`config.mk`:
```
export PLATFORM = sky130hd
export DESIGN_NAME = mem_boot_loader_flat
export DESIGN_NICKNAME = d
export VERILOG_FILES = /design/src/rtl/mem_boot_loader_if.sv /design/src/rtl/mem_boot_loader.sv /design/src/flat_wrapper.sv
export SDC_FILE = /design/constraint.sdc
export NUM_CORES = 1
export LEC_CHECK = 0
export CAP_MARGIN = 40
export CORE_MARGIN = 8
export CORE_UTILIZATION = 40
export DETAILED_ROUTE_END_ITERATION = 16
export SLEW_MARGIN = 20
export SYNTH_ARGS = -nofsm -noshare
export SYNTH_HDL_FRONTEND = slang
export SYNTH_SLANG_ARGS = --single-unit
```
`constraint.sdc`:
```
create_clock -name clk -period 3.72 [get_ports clk]
set_input_delay 0.744 -clock clk [delete_from_list [all_inputs] [get_ports clk]]
set_output_delay 0.744 -clock clk [all_outputs]
set_load 0.005 [all_outputs]
```
`src/rtl/mem_boot_loader_if.sv`:
```
// Byte-stream input and memory write port bundle for mem_boot_loader.
// master = stream source / memory side, slave = the loader itself.
interface mem_boot_loader_if #(
    parameter int ADDR_W = 10
) ();
    logic              in_valid;
    logic [7:0]        in_data;
    logic              in_ready;
    logic              imem_we;
    logic              dmem_we;
    logic [ADDR_W-1:0] mem_addr;
    logic [31:0]       mem_wdata;

    modport master (
        output in_valid,
        output in_data,
        input  in_ready,
        input  imem_we,
        input  dmem_we,
        input  mem_addr,
        input  mem_wdata
    );

    modport slave (
        input  in_valid,
        input  in_data,
        output in_ready,
        output imem_we,
        output dmem_we,
        output mem_addr,
        output mem_wdata
    );
endinterface

```
`src/rtl/mem_boot_loader.sv`:
```
// Framed byte-stream loader for IMEM/DMEM; holds the core in reset until DONE.
// Optional per-frame checksum byte enabled by defining BOOT_CHECKSUM_EN.
module mem_boot_loader #(
    parameter int          ADDR_W   = 10,
    parameter logic [7:0]  DONE_CMD = 8'hA5
) (
    input  logic             clk,
    input  logic             reset,
    mem_boot_loader_if.slave bus,
    output logic             core_reset,
    output logic             done,
    output logic             error
);
    localparam logic [3:0] S_CMD   = 4'd0;
    localparam logic [3:0] S_ADDR0 = 4'd1;
    localparam logic [3:0] S_ADDR1 = 4'd2;
    localparam logic [3:0] S_CNT0  = 4'd3;
    localparam logic [3:0] S_CNT1  = 4'd4;
    localparam logic [3:0] S_DATA  = 4'd5;
    localparam logic [3:0] S_DONE  = 4'd7;
    localparam logic [3:0] S_ERR   = 4'd8;
`ifdef BOOT_CHECKSUM_EN
    localparam logic [3:0] S_CSUM      = 4'd6;
    localparam logic [3:0] S_FRAME_END = S_CSUM;
`else
    localparam logic [3:0] S_FRAME_END = S_CMD;
`endif

    // One past the last legal word address, in the 17-bit range-check domain
    localparam logic [16:0] DEPTH = 17'(1) << ADDR_W;

    logic [3:0]        state_reg, state_next;
    logic              in_ready_reg;
    logic              target_dmem_reg;
    logic [15:0]       addr_reg;
    logic [15:0]       cnt_reg;
    logic [1:0]        byte_idx_reg;
    logic              imem_we_reg;
    logic              dmem_we_reg;
    logic [ADDR_W-1:0] mem_addr_reg;
    logic [31:0]       mem_wdata_reg;
    logic              core_reset_reg;
    logic              done_reg;
    logic              error_reg;
`ifdef BOOT_CHECKSUM_EN
    logic [7:0]        csum_reg;
`endif

    logic              accept;
    logic              word_strobe;
    logic [15:0]       cnt_full;
    logic [16:0]       range_end;
    logic              range_bad;
    logic [23:0]       partial_word;

    assign accept      = bus.in_valid & in_ready_reg;
    assign word_strobe = accept && (state_reg == S_DATA) && (byte_idx_reg == 2'd3);
    assign cnt_full    = {bus.in_data, cnt_reg[7:0]};
    assign range_end   = {1'b0, addr_reg} + {1'b0, cnt_full};
    assign range_bad   = (range_end > DEPTH) || ({1'b0, addr_reg} >= DEPTH);

    // Bytes 0..2 of the word in flight; byte 3 is taken straight off the bus
    for (genvar gi = 0; gi < 3; gi++) begin : g_lane
        logic [7:0] lane_reg;

        always_ff @(posedge clk) begin
            if (reset) begin
                lane_reg <= '0;
            end else if (accept && (state_reg == S_DATA) && (byte_idx_reg == 2'(gi))) begin
                lane_reg <= bus.in_data;
            end
        end

        assign partial_word[gi*8 +: 8] = lane_reg;
    end

    always_comb begin
        state_next = state_reg;
        case (state_reg)
            S_CMD: begin
                if (accept) begin
                    if (bus.in_data == 8'h01 || bus.in_data == 8'h02) begin
                        state_next = S_ADDR0;
                    end else if (bus.in_data == DONE_CMD) begin
                        state_next = S_DONE;
                    end else begin
                        state_next = S_ERR;
                    end
                end
            end
            S_ADDR0: if (accept) state_next = S_ADDR1;
            S_ADDR1: if (accept) state_next = S_CNT0;
            S_CNT0:  if (accept) state_next = S_CNT1;
            S_CNT1: begin
                if (accept) begin
                    if (range_bad) begin
                        state_next = S_ERR;
                    end else if (cnt_full == 16'd0) begin
                        state_next = S_FRAME_END;
                    end else begin
                        state_next = S_DATA;
                    end
                end
            end
            S_DATA: begin
                if (word_strobe && (cnt_reg == 16'd1)) begin
                    state_next = S_FRAME_END;
                end
            end
`ifdef BOOT_CHECKSUM_EN
            S_CSUM: begin
                if (accept) begin
                    state_next = (bus.in_data == csum_reg) ? S_CMD : S_ERR;
                end
            end
`endif
            default: state_next = state_reg;
        endcase
    end

    always_ff @(posedge clk) begin
        if (reset) begin
            state_reg       <= S_CMD;
            in_ready_reg    <= 1'b0;
            target_dmem_reg <= 1'b0;
            addr_reg        <= '0;
            cnt_reg         <= '0;
            byte_idx_reg    <= '0;
            imem_we_reg     <= 1'b0;
            dmem_we_reg     <= 1'b0;
            mem_addr_reg    <= '0;
            mem_wdata_reg   <= '0;
            core_reset_reg  <= 1'b1;
            done_reg        <= 1'b0;
            error_reg       <= 1'b0;
        end else begin
            state_reg      <= state_next;
            in_ready_reg   <= (state_next != S_DONE) && (state_next != S_ERR);
            imem_we_reg    <= word_strobe & ~target_dmem_reg;
            dmem_we_reg    <= word_strobe & target_dmem_reg;
            done_reg       <= done_reg | (state_next == S_DONE);
            error_reg      <= error_reg | (state_next == S_ERR);
            core_reset_reg <= core_reset_reg & (state_next != S_DONE);

            if (accept) begin
                case (state_reg)
                    S_CMD: begin
                        target_dmem_reg <= (bus.in_data == 8'h02);
                        byte_idx_reg    <= 2'd0;
                    end
                    S_ADDR0: addr_reg[7:0]  <= bus.in_data;
                    S_ADDR1: addr_reg[15:8] <= bus.in_data;
                    S_CNT0:  cnt_reg[7:0]   <= bus.in_data;
                    S_CNT1:  cnt_reg[15:8]  <= bus.in_data;
                    S_DATA: begin
                        byte_idx_reg <= byte_idx_reg + 2'd1;
                        if (word_strobe) begin
                            mem_addr_reg  <= addr_reg[ADDR_W-1:0];
                            mem_wdata_reg <= {bus.in_data, partial_word};
                            addr_reg      <= addr_reg + 16'd1;
                            cnt_reg       <= cnt_reg - 16'd1;
                        end
                    end
                    default: ;
                endcase
            end
        end
    end

`ifdef BOOT_CHECKSUM_EN
    // Running sum restarts at each command byte so every frame is checked alone
    always_ff @(posedge clk) begin
        if (reset) begin
            csum_reg <= '0;
        end else if (accept && state_reg == S_CMD) begin
            csum_reg <= '0;
        end else if (accept && state_reg == S_DATA) begin
            csum_reg <= csum_reg + bus.in_data;
        end
    end
`endif

    assign bus.in_ready  = in_ready_reg;
    assign bus.imem_we   = imem_we_reg;
    assign bus.dmem_we   = dmem_we_reg;
    assign bus.mem_addr  = mem_addr_reg;
    assign bus.mem_wdata = mem_wdata_reg;
    assign core_reset    = core_reset_reg;
    assign done          = done_reg;
    assign error         = error_reg;
endmodule

```
`src/flat_wrapper.sv`:
```
// flat-port wrapper written by rule: the top's interface ports become plain ports
module mem_boot_loader_flat 
#(
    parameter int          ADDR_W   = 10,
    parameter logic [7:0]  DONE_CMD = 8'hA5
)
  (clk, reset, core_reset, done, error, bus_in_valid, bus_in_data, bus_in_ready, bus_imem_we, bus_dmem_we, bus_mem_addr, bus_mem_wdata);
  mem_boot_loader_if #(.ADDR_W(ADDR_W)) bus_i ();
  input  logic clk;
  input  logic reset;
  output logic core_reset;
  output logic done;
  output logic error;
  input wire logic [$bits(bus_i.in_valid)-1:0] bus_in_valid;
  input wire logic [$bits(bus_i.in_data)-1:0] bus_in_data;
  output wire logic [$bits(bus_i.in_ready)-1:0] bus_in_ready;
  output wire logic [$bits(bus_i.imem_we)-1:0] bus_imem_we;
  output wire logic [$bits(bus_i.dmem_we)-1:0] bus_dmem_we;
  output wire logic [$bits(bus_i.mem_addr)-1:0] bus_mem_addr;
  output wire logic [$bits(bus_i.mem_wdata)-1:0] bus_mem_wdata;
  assign bus_i.in_valid = bus_in_valid;
  assign bus_i.in_data = bus_in_data;
  assign bus_in_ready = bus_i.in_ready;
  assign bus_imem_we = bus_i.imem_we;
  assign bus_dmem_we = bus_i.dmem_we;
  assign bus_mem_addr = bus_i.mem_addr;
  assign bus_mem_wdata = bus_i.mem_wdata;
  mem_boot_loader #(.ADDR_W(ADDR_W), .DONE_CMD(DONE_CMD)) u_core (.clk(clk), .reset(reset), .bus(bus_i), .core_reset(core_reset), .done(done), .error(error));
endmodule
```
# ---- After elaboration in Yosys (flattened, before gate mapping)
# Cells that the tools add are included.
dict set report word_totals {
  reg_bits 111
  word_cells 90
  in_bits 11
}
dict set report op_classes {
  n_addsub 4
  eq_ne 17
  reduce_logical 24
  n_bitwise 7
  muxes 18
  n_lt_le_gt_ge 2
}
# operator n
set ops {}
lappend ops {{one-hot mux 8 bit (2 select lines)} 4}
lappend ops {{2-to-1 mux 4 bit} 9}
lappend ops {{2-to-1 mux 16 bit} 2}
lappend ops {{one-hot mux 4 bit (6 select lines)} 1}
lappend ops {{adder 16 x 16 -> 17 bit} 1}
lappend ops {{> comparator 17 x 11 -> 1 bit, second input constant} 1}
lappend ops {{adder 16 x 1 -> 16 bit, second input constant} 1}
lappend ops {{== test 16 x 1 -> 1 bit, second input constant} 1}
lappend ops {{>= comparator 16 x 11 -> 1 bit, second input constant} 1}
lappend ops {{zero test 16 bit} 1}
lappend ops {{subtractor 16 x 1 -> 16 bit, second input constant} 1}
lappend ops {{AND reduction 3 bit} 5}
lappend ops {{== test 4 x 3 -> 1 bit, second input constant} 3}
lappend ops {{nonzero test 2 bit} 5}
lappend ops {{== test 4 x 2 -> 1 bit, second input constant} 2}
lappend ops {{== test 8 x 1 -> 1 bit, second input constant} 1}
lappend ops {{== test 8 x 2 -> 1 bit, second input constant} 1}
lappend ops {{== test 8 bit, second input constant} 1}
lappend ops {{logical AND 1 bit} 7}
lappend ops {{bitwise AND 1 bit} 4}
lappend ops {{== test 2 bit, second input constant} 2}
lappend ops {{== test 4 x 1 -> 1 bit, second input constant} 1}
lappend ops {{== test 4 bit, second input constant} 1}
lappend ops {{zero test 4 bit} 1}
lappend ops {{other kinds (12)} 15}

# ---- Depth between registers and ports, before layout
# Gate-level depths: netlist (run 1).
dict set report logic_depth {
  word_depth 8
  mapped_depth 10
  mapped_depth_nobuf 10
}

# ---- Least setup slack after synthesis (run 1)
# Ideal clock, no wire load.
dict set report synth_timing {
  path_kind {input-to-reg}
  start {input bus_in_data[2]}
  end {register u_core.core_reset_reg, in the netlist u_core.core_reset}
  arrival_time_ps 3056
  required_time_ps 3606
  setup_ps 114
  slack_ps 550
  path_buffers 1
  path_stages 10
  path_cell_list {ha_1 clkbuf_1 a21o_1 a21oi_1 o21ai_0 or3_4 a2111oi_4 nand4_1 a211o_1 a21o_1}
}
dict set report synth_between {
  elab_chain_len 8
  word_cells_on_any_way 17
}
# element line_no
set synth_rtl {}
lappend synth_rtl {{from (decl)} flat_wrapper.sv:15} ;# input wire logic [$bits(bus_i.in_data)-1:0] bus_in_data;
lappend synth_rtl {{adder 16 x 16 -> 17 bit} mem_boot_loader.sv:59} ;# assign range_end = {1'b0, addr_reg} + {1'b0, cnt_full};
lappend synth_rtl {{> comparator 17 x 11 -> 1 bit} mem_boot_loader.sv:60} ;# assign range_bad = (range_end > DEPTH) || ({1'b0, addr_reg} >= DEPTH);
lappend synth_rtl {{logical OR 1 bit} mem_boot_loader.sv:60}
lappend synth_rtl {{2-to-1 mux 4 bit} mem_boot_loader.sv:96} ;# if (range_bad) begin
lappend synth_rtl {{2-to-1 mux 4 bit} mem_boot_loader.sv:95} ;# if (accept) begin
lappend synth_rtl {{one-hot mux 4 bit (6 select lines) *} mem_boot_loader.sv:79} ;# case (state_reg)
lappend synth_rtl {{!= test 4 x 3 -> 1 bit *} mem_boot_loader.sv:143} ;# core_reset_reg <= core_reset_reg & (state_next != S_DONE);
lappend synth_rtl {{bitwise AND 1 bit *} mem_boot_loader.sv:143}
lappend synth_rtl {{to (signal assigned)} mem_boot_loader.sv:143}
lappend synth_rtl {{to (decl)} mem_boot_loader.sv:42} ;# logic core_reset_reg;
# Mark *: on every way between the ends. The rest lies on a longest branch, timed or not.
# A chain may end at the register's enable or synchronous reset.

# ---- Final worst setup path (run 1)
dict set report layout_timing {
  start {input bus_in_data[0]}
  end {register u_core.core_reset_reg, in the netlist u_core.core_reset}
}
# The elaborated chain is that of the path after synthesis.

==> flow_metrics.env, run 1 <==
export IMPL_met3_usage_pct=3.904
export IMPL_die_h_um=138.3
export IMPL_holdCritStartpoint="u_core.g_lane[2].lane_reg[6]"
export IMPL_rsz0062_at_grt="no"
export IMPL_finalHoldViolCount=0
export IMPL_num_rows=44
export IMPL_ioPinCount=59
export IMPL_synthXorXnorAreaFrac_pct=1.024
export IMPL_crit_chain="clkdlybuf4s50_1, ha_1, a21oi_1, o21ai_0, buf_4, o2111a_1, nor4_1, nand4_1, a211o_1, a21o_1"
export IMPL_antenna_cells=0
export IMPL_largest_register_ffs=32
export IMPL_cp_end_kind="flop"
export IMPL_finalWirelength_mm=17.74
export IMPL_clock_fmax_ghz=0.2890
export IMPL_use_met2_pct=28.32
export IMPL_cp_max_fo=9
export IMPL_clock_sinks=111
export IMPL_final_cell_mix="172 x nand2_1, 111 x a21oi_1, 111 x dfxtp_1, 57 x clkdlybuf4s50_1, 49 x nor2_1"
export IMPL_drv_slew=0
export IMPL_gp_congestion=0.8650
export IMPL_grt_max_degree=62
export IMPL_startpoint="bus_in_data[0]"
export IMPL_place_inst=1018
export IMPL_synthCells=805
export IMPL_layout_area_overhead_vs_synth_pct=18.56
export IMPL_grt_pass1_vias=5608
export IMPL_yosys_area_share_adder_pct=5.351
export IMPL_fin_setup_tns_ns=0
export IMPL_peakVddDrop_mv=0.2923
export IMPL_slew_headroom_pct=57.67
export IMPL_fin_skew_ns=0.008196
export IMPL_rr_worst_depth=10
export IMPL_layout_drive_gt1_share_pct=6.824
export IMPL_design_power_total_uw=2314
export IMPL_antenna_found_initial=0
export IMPL_cp_slowest_cell="clkdlybuf4s50_1"
export IMPL_grt_use_met1_pct=24.60
export IMPL_crit_buf_inv=2
export IMPL_wire_per_inst_um=17.16
export IMPL_cts_clk_slew_worst_paths_ns=0.08
export IMPL_grt_overflow=0
export IMPL_hold_depth=2
export IMPL_worstPathRequired_ns=3.98
export IMPL_core_area_mm2=0.01459
export IMPL_port_buffers=58
export IMPL_synth_fp_nets=841
export IMPL_setup_viol_count_final=0
export IMPL_cts_hold_buf=0
export IMPL_synthMuxAreaShare_pct=0
export IMPL_die_w_um=138.3
export IMPL_yosys_register_bits=111
export IMPL_route_detailed_drc=0
export IMPL_via_per_inst=5.798
export IMPL_startpoint_type="input port"
export IMPL_synth_seq_area_share_pct=37.12
export IMPL_crit_family="compound AO/OA/AOI/OAI gates"
export IMPL_grt_total_usage_pct=18.21
export IMPL_maxCapViolCount=0
export IMPL_fin_crit_sh_pct=93.00
export IMPL_root_buffer="clkbuf_16"
export IMPL_layout_commonest_cell="nand2_1"
export IMPL_hold_worst_slack_ns=0.4532
export IMPL_dieArea_mm2=0.01914
export IMPL_ys_flop_type="dfxtp_1"
export IMPL_hold_class="reg2reg"
export IMPL_nets=881
export IMPL_ys_types=67
export IMPL_power_leakage_uw=0.002535
export IMPL_yosys_area_share_simple_pct=25.71
export IMPL_cts_tree="built"
export IMPL_instances_no_fill=1034
export IMPL_r2r_end="u_core.core_reset"
export IMPL_syn_avg_cell_area_um2=7.436
export IMPL_cts_max_level=3
export IMPL_initial_utilization_pct=41.03
export IMPL_post_cts_buffers=0
export IMPL_worst_ep_arrival_time_ns=3.71
export IMPL_vias=5995
export IMPL_r2r_start="u_core.cnt_reg[0]"
export IMPL_tightestPinTransition_ns=0.6325
export IMPL_synth_edf_count=0
export IMPL_drt_initial_drc_count=514
export IMPL_async_flop_share_pct=0
export IMPL_clock_latency_ns=0.35
export IMPL_synth_area_mm2=0.005986
export IMPL_synth_warning_count=0
export IMPL_grt_pass1_wl_mm=29.30
export IMPL_synth_top_family_by_area="simple AND/OR/NAND/NOR gates"
export IMPL_status="finished, final reports clean"
export IMPL_final_antenna_net_count=0
export IMPL_timing_worst_setup_path_type="in2reg"
export IMPL_synth_compound_gate_area_share_pct=25.63
export IMPL_period_needed_ns=3.460
export IMPL_clockBufferDepth=2
export IMPL_min_to="u_core.bus.mem_wdata[22]"
export IMPL_cpPeakStageDelay_ns=0.42
export IMPL_grt_busiest_layer="met2"
export IMPL_powerDensity_mw_per_mm2=326.1
export IMPL_first_pass_iters=7
export IMPL_rrSetupSlack_ns=0.28
export IMPL_numCtsBuffers=9
export IMPL_hpwl_mm=12.40
## report_power, final
part | total (uW) | internal (uW) | switching [uW]
sequential | 1200 | 1190 | 4.84
clock | 971 | 491 | 480
combinational | 148 | 54.0 | 93.7
## per-stage QoR
step | utilization (%) | cell area [um2] | setup slack, ns
final | 48.64 | 7097 | 0.2602
after global routing | 48.64 | 7097 | 0.1036
after CTS | 48.57 | 7086 | 0.2068
after detailed placement | 46.50 | 6784 | -0.04403
after global placement | 46.50 | 6784 | 0.08364
after floorplan | - | 5986 | 0.5497
## kinds of logic (layout without fill, tap and decap cells)
| group | Yosys count | count (layout) |
|---|---|---|
| simple gates | 339 | 339 |
| compound gates | 246 | 246 |
| flops | 111 | 111 |
| buf+inv | 77 | 122 |
| fa+ha+maj | 25 | 25 |
| xor+xnor | 7 | 7 |
## how the worst max path moves through the flow
stage | endpoint | slack [ns] | cells past startpoint
after floorplan | u_core.core_reset | 0.55 | 10
final | u_core.core_reset | 0.26 | 10
after detailed placement | u_core.core_reset | -0.04 | 9
after global placement | u_core.core_reset | 0.08 | 10
after global routing | u_core.core_reset | 0.10 | 9
after CTS | u_core.core_reset | 0.21 | 10
## worst register-to-register path, cell delays in order (launching register included)
cell and delay (ns):
dfxtp_1 0.37, ha_1 0.25, fa_1 0.43, a21o_1 0.25, a221oi_4 0.33, nor3_1 0.17
or3_4 0.37, a2111oi_4 0.39, nand4_1 0.23, a211o_1 0.38, a21o_1 0.19
## what timing repair did
action	4_1_cts	5_1_grt
endpoints found under the setup margin	0	1
hold endpoints to repair	0	0
resized for setup	0	1
## cells in the mapped netlist, drive strengths merged, types with 4 or more instances
library cell / count / area [um2]
o211ai: 6 / 45.04
nand3: 35 / 175.2
nand4: 8 / 50.05
o22ai: 6 / 37.54
a22o: 4 / 35.03
and3: 12 / 82.57
nor2: 50 / 187.7
a31oi: 5 / 31.28
dfxtp: 111 / 2222
nor3: 22 / 110.1
a211oi: 14 / 105.1
xor2: 5 / 43.79
a22oi: 12 / 90.09
a21oi: 111 / 555.5
nand2: 172 / 645.6
ha: 24 / 300.3
a221oi: 4 / 41.29
o31ai: 5 / 37.54
inv: 23 / 86.33
o21ai: 42 / 210.2
clkbuf: 45 / 168.9
buf: 9 / 53.80
nor4: 7 / 43.79
or3: 8 / 55.05
a21o: 5 / 37.54
## metal layers
layer	wire length, um	part of all wire, %	up-vias
li1	-	-	2961
met1	8529	48	2821
met2	8003	45	182
met3	909	5.1	31
met4	298	1.7	0
met5	0	0	-
## final cells by class
cell class,instances,area (um2)
Tap cell,184,230.2
Fill cell,1401,7492
Clock buffer,10,239.0
Clock inverter,6,62.56
Sequential cell,111,2222
Multi-Input combinational cell,617,3478
Inverter,23,86.33
Timing Repair Buffer,83,778.2
(Power assumes the default switching activity.)
==> inputs of run 2 (changes only) <==
Settings changed: ABC_AREA from default to 1.
==> run 2 against run 1 <==
Against the previous run: synthesized cell count rose by 11%; register-to-register slack improved by 0.67 ns; clock skew barely moved; final area rose by 0.62%; flip-flop and latch count did not move; maximum frequency rose by 10%; non-clock buffer count fell by 15; wire length fell by 7.0%; synthesized area rose by 1.7%; critical path depth rose by 7.
==> flow_metrics.env, run 2 <==
export IMPL_status="finished, final reports clean"
export IMPL_finalHoldViolCount=0
export IMPL_crit_chain="clkdlybuf4s50_1, ha_1, nand2_1, nor2_1, nand3_1, nand4_1, nand2_1, nor2_1, nand2_1, nor2_2, nand4_1, nand2_1, nand2_2, nor2_1, nand3_2, nand2_1, nor2_2"
export IMPL_syn_avg_cell_area_um2=6.821
export IMPL_die_h_um=139.3
export IMPL_clock_fmax_ghz=0.3193
export IMPL_cp_end_kind="flop"
export IMPL_synth_edf_count=0
export IMPL_setup_viol_count_final=0
export IMPL_vias=5714
export IMPL_power_leakage_uw=0.003107
export IMPL_final_cell_mix="160 x nand2_1, 123 x inv_1, 116 x nor2_1, 111 x dfxtp_1, 97 x o21ai_0"
export IMPL_grt_pass1_vias=5169
export IMPL_cp_common_cell="nand2_1"
export IMPL_yosys_register_bits=111
export IMPL_synth_seq_area_share_pct=36.52
export IMPL_fin_skew_ns=0.008096
export IMPL_clockBufferDepth=2
export IMPL_crit_family="simple AND/OR/NAND/NOR gates"
export IMPL_grt_overflow=0
export IMPL_antenna_cells=0
export IMPL_cp_slowest_cell="clkdlybuf4s50_1"
export IMPL_gp_congestion=0.9047
export IMPL_drt_initial_drc_count=377
export IMPL_synth_fp_nets=928
export IMPL_fin_crit_sh_pct=84.20
export IMPL_num_rows=45
export IMPL_crit_buf_inv=1
export IMPL_synth_top_cell_area_share_pct=36.52
export IMPL_ys_types=46
export IMPL_tightestPinTransition_ns=0.6463
export IMPL_cts_hold_buf=0
export IMPL_peakVddDrop_mv=0.2650
export IMPL_die_w_um=139.3
export IMPL_post_cts_buffers=0
export IMPL_hold_class="reg2reg"
export IMPL_fin_setup_tns_ns=0
export IMPL_root_buffer="clkbuf_16"
export IMPL_synthCells=892
export IMPL_hold_worst_slack_ns=0.4306
export IMPL_ioPinCount=59
export IMPL_finalWirelength_mm=16.50
export IMPL_maxCapViolCount=0
export IMPL_core_area_mm2=0.01503
export IMPL_pwr_share_comb_pct=29.4
export IMPL_sw_frac_of_total_pct=35.94
export IMPL_final_antenna_net_count=0
export IMPL_numCtsBuffers=9
export IMPL_worstPathRequired_ns=3.96
export IMPL_cpPeakStageDelay_ns=0.51
export IMPL_cts_max_level=3
export IMPL_async_flop_share_pct=0
export IMPL_layout_area_overhead_vs_synth_pct=17.36
export IMPL_cts_tree="built"
export IMPL_synthTopCellsByArea="dfxtp_1 37%, nand2_1 9.9%, o21ai_0 8.0%"
export IMPL_cts_clk_slew_worst_paths_ns=0.07
export IMPL_antenna_found_initial=0
export IMPL_cts_resized=0
export IMPL_nets=975
export IMPL_layout_commonest_cell="nand2_1"
export IMPL_seq_power_share_pct=41.1
export IMPL_port_buffers=58
export IMPL_route_detailed_drc=0
export IMPL_first_pass_iters=5
export IMPL_synth_area_mm2=0.006085
export IMPL_clockPowerShare_pct=29.5
export IMPL_startpoint_type="input port"
export IMPL_grt_total_usage_pct=17.00
export IMPL_layout_drive_gt1_share_pct=5.826
export IMPL_netlist_top_cells_count="160 x nand2_1, 124 x inv_1, 116 x nor2_1, 111 x dfxtp_1, 97 x o21ai_0"
export IMPL_yosysTopAreaCell="dfxtp_1"
export IMPL_dieArea_mm2=0.01941
export IMPL_grt_pass1_wl_mm=26.99
export IMPL_hpwl_mm=12.17
export IMPL_cp_max_fo=5
export IMPL_slew_headroom_pct=56.85
export IMPL_drv_slew=0
export IMPL_p_int_uw=2086
export IMPL_via_per_inst=5.048
export IMPL_ys_flop_type="dfxtp_1"
export IMPL_largest_register_ffs=32
export IMPL_power_switching_uw=1170
export IMPL_rsz0062_at_grt="no"
export IMPL_period_needed_ns=3.132
export IMPL_synthMostInstantiatedCell="nand2_1"
export IMPL_timing_worst_setup_path_type="in2reg"
export IMPL_wire_per_inst_um=14.58
export IMPL_clock_latency_ns=0.35
export IMPL_synth_warning_count=0
export IMPL_initial_utilization_pct=40.47
export IMPL_grt_max_degree=51
export IMPL_powerDensity_mw_per_mm2=455.9
export IMPL_worst_ep_arrival_time_ns=3.37
export IMPL_clock_sinks=111
[run 2: worst paths after layout]
kind / start / end / slack [ns] / cells after the start
min: u_core.target_dmem_reg / u_core.bus.imem_we / 0.43 / 1
min reg2reg: u_core.target_dmem_reg / u_core.bus.imem_we / 0.43 / 1
max reg2reg: u_core.addr_reg[0] / u_core.bus.in_ready / 0.95 / 18
max: bus_in_data[3] / u_core.bus.in_ready / 0.59 / 17
[run 2: layer usage]
metal / track usage (%) / part of all wire (%) / wire, um / vias up
li1: - / - / - / 3001
met1: 23.02 / 50 / 8184 / 2580
met2: 26.48 / 44 / 7275 / 111
met3: 3.557 / 4.3 / 708 / 22
met4: 5.199 / 2.0 / 336 / 0
met5: 0 / 0 / 0 / -
[run 2: kinds of logic (layout without fill, tap and decap cells)]
logic type / after synthesis / in the layout / synth area share, %
flops: 111 / 111 / 36.52
buf+inv: 160 / 212 / 10.38
fa+ha+maj: 25 / 25 / 5.264
compound gates: 213 / 213 / 19.45
simple gates: 369 / 369 / 26.36
xor+xnor: 14 / 14 / 2.015
[run 2: power groups by stage]
stage          clock (uW)  combinational, uW  sequential [uW]
3_3_place_gp            0                944             1370
4_1_cts               981                951             1340
2_1_floorplan           0                726             1350
3_5_place_dp            0                946             1370
6_report              959                958             1340
5_1_grt              1030               1080             1350
[run 2: final cells by class]
| class | count | area [um2] |
|---|---|---|
| flip-flops and latches | 111 | 2222 |
| multi-input cells | 621 | 3231 |
| inverters | 128 | 485.5 |
| repair buffers | 68 | 668.1 |
| fillers | 1562 | 7893 |
| well taps | 188 | 235.2 |
| clock buffers | 10 | 239.0 |
| clock inverters | 6 | 60.06 |
[run 2: stage by stage]
| stage | worst slack, ns | utilization (%) | area (um2) | total power (uW) | cells |
|---|---|---|---|---|---|
| after floorplan | 1.267 | - | 6085 | 2071 | 892 |
| after global placement | 0.2857 | 45.51 | 6842 | 2311 | 1116 |
| after detailed placement | 0.2732 | 45.51 | 6842 | 2312 | 1116 |
| after CTS | 0.6346 | 47.50 | 7141 | 3270 | 1132 |
| after global routing | 0.3535 | 47.50 | 7141 | 3460 | 1132 |
| final | 0.5878 | 47.50 | 7141 | 3255 | 1132 |
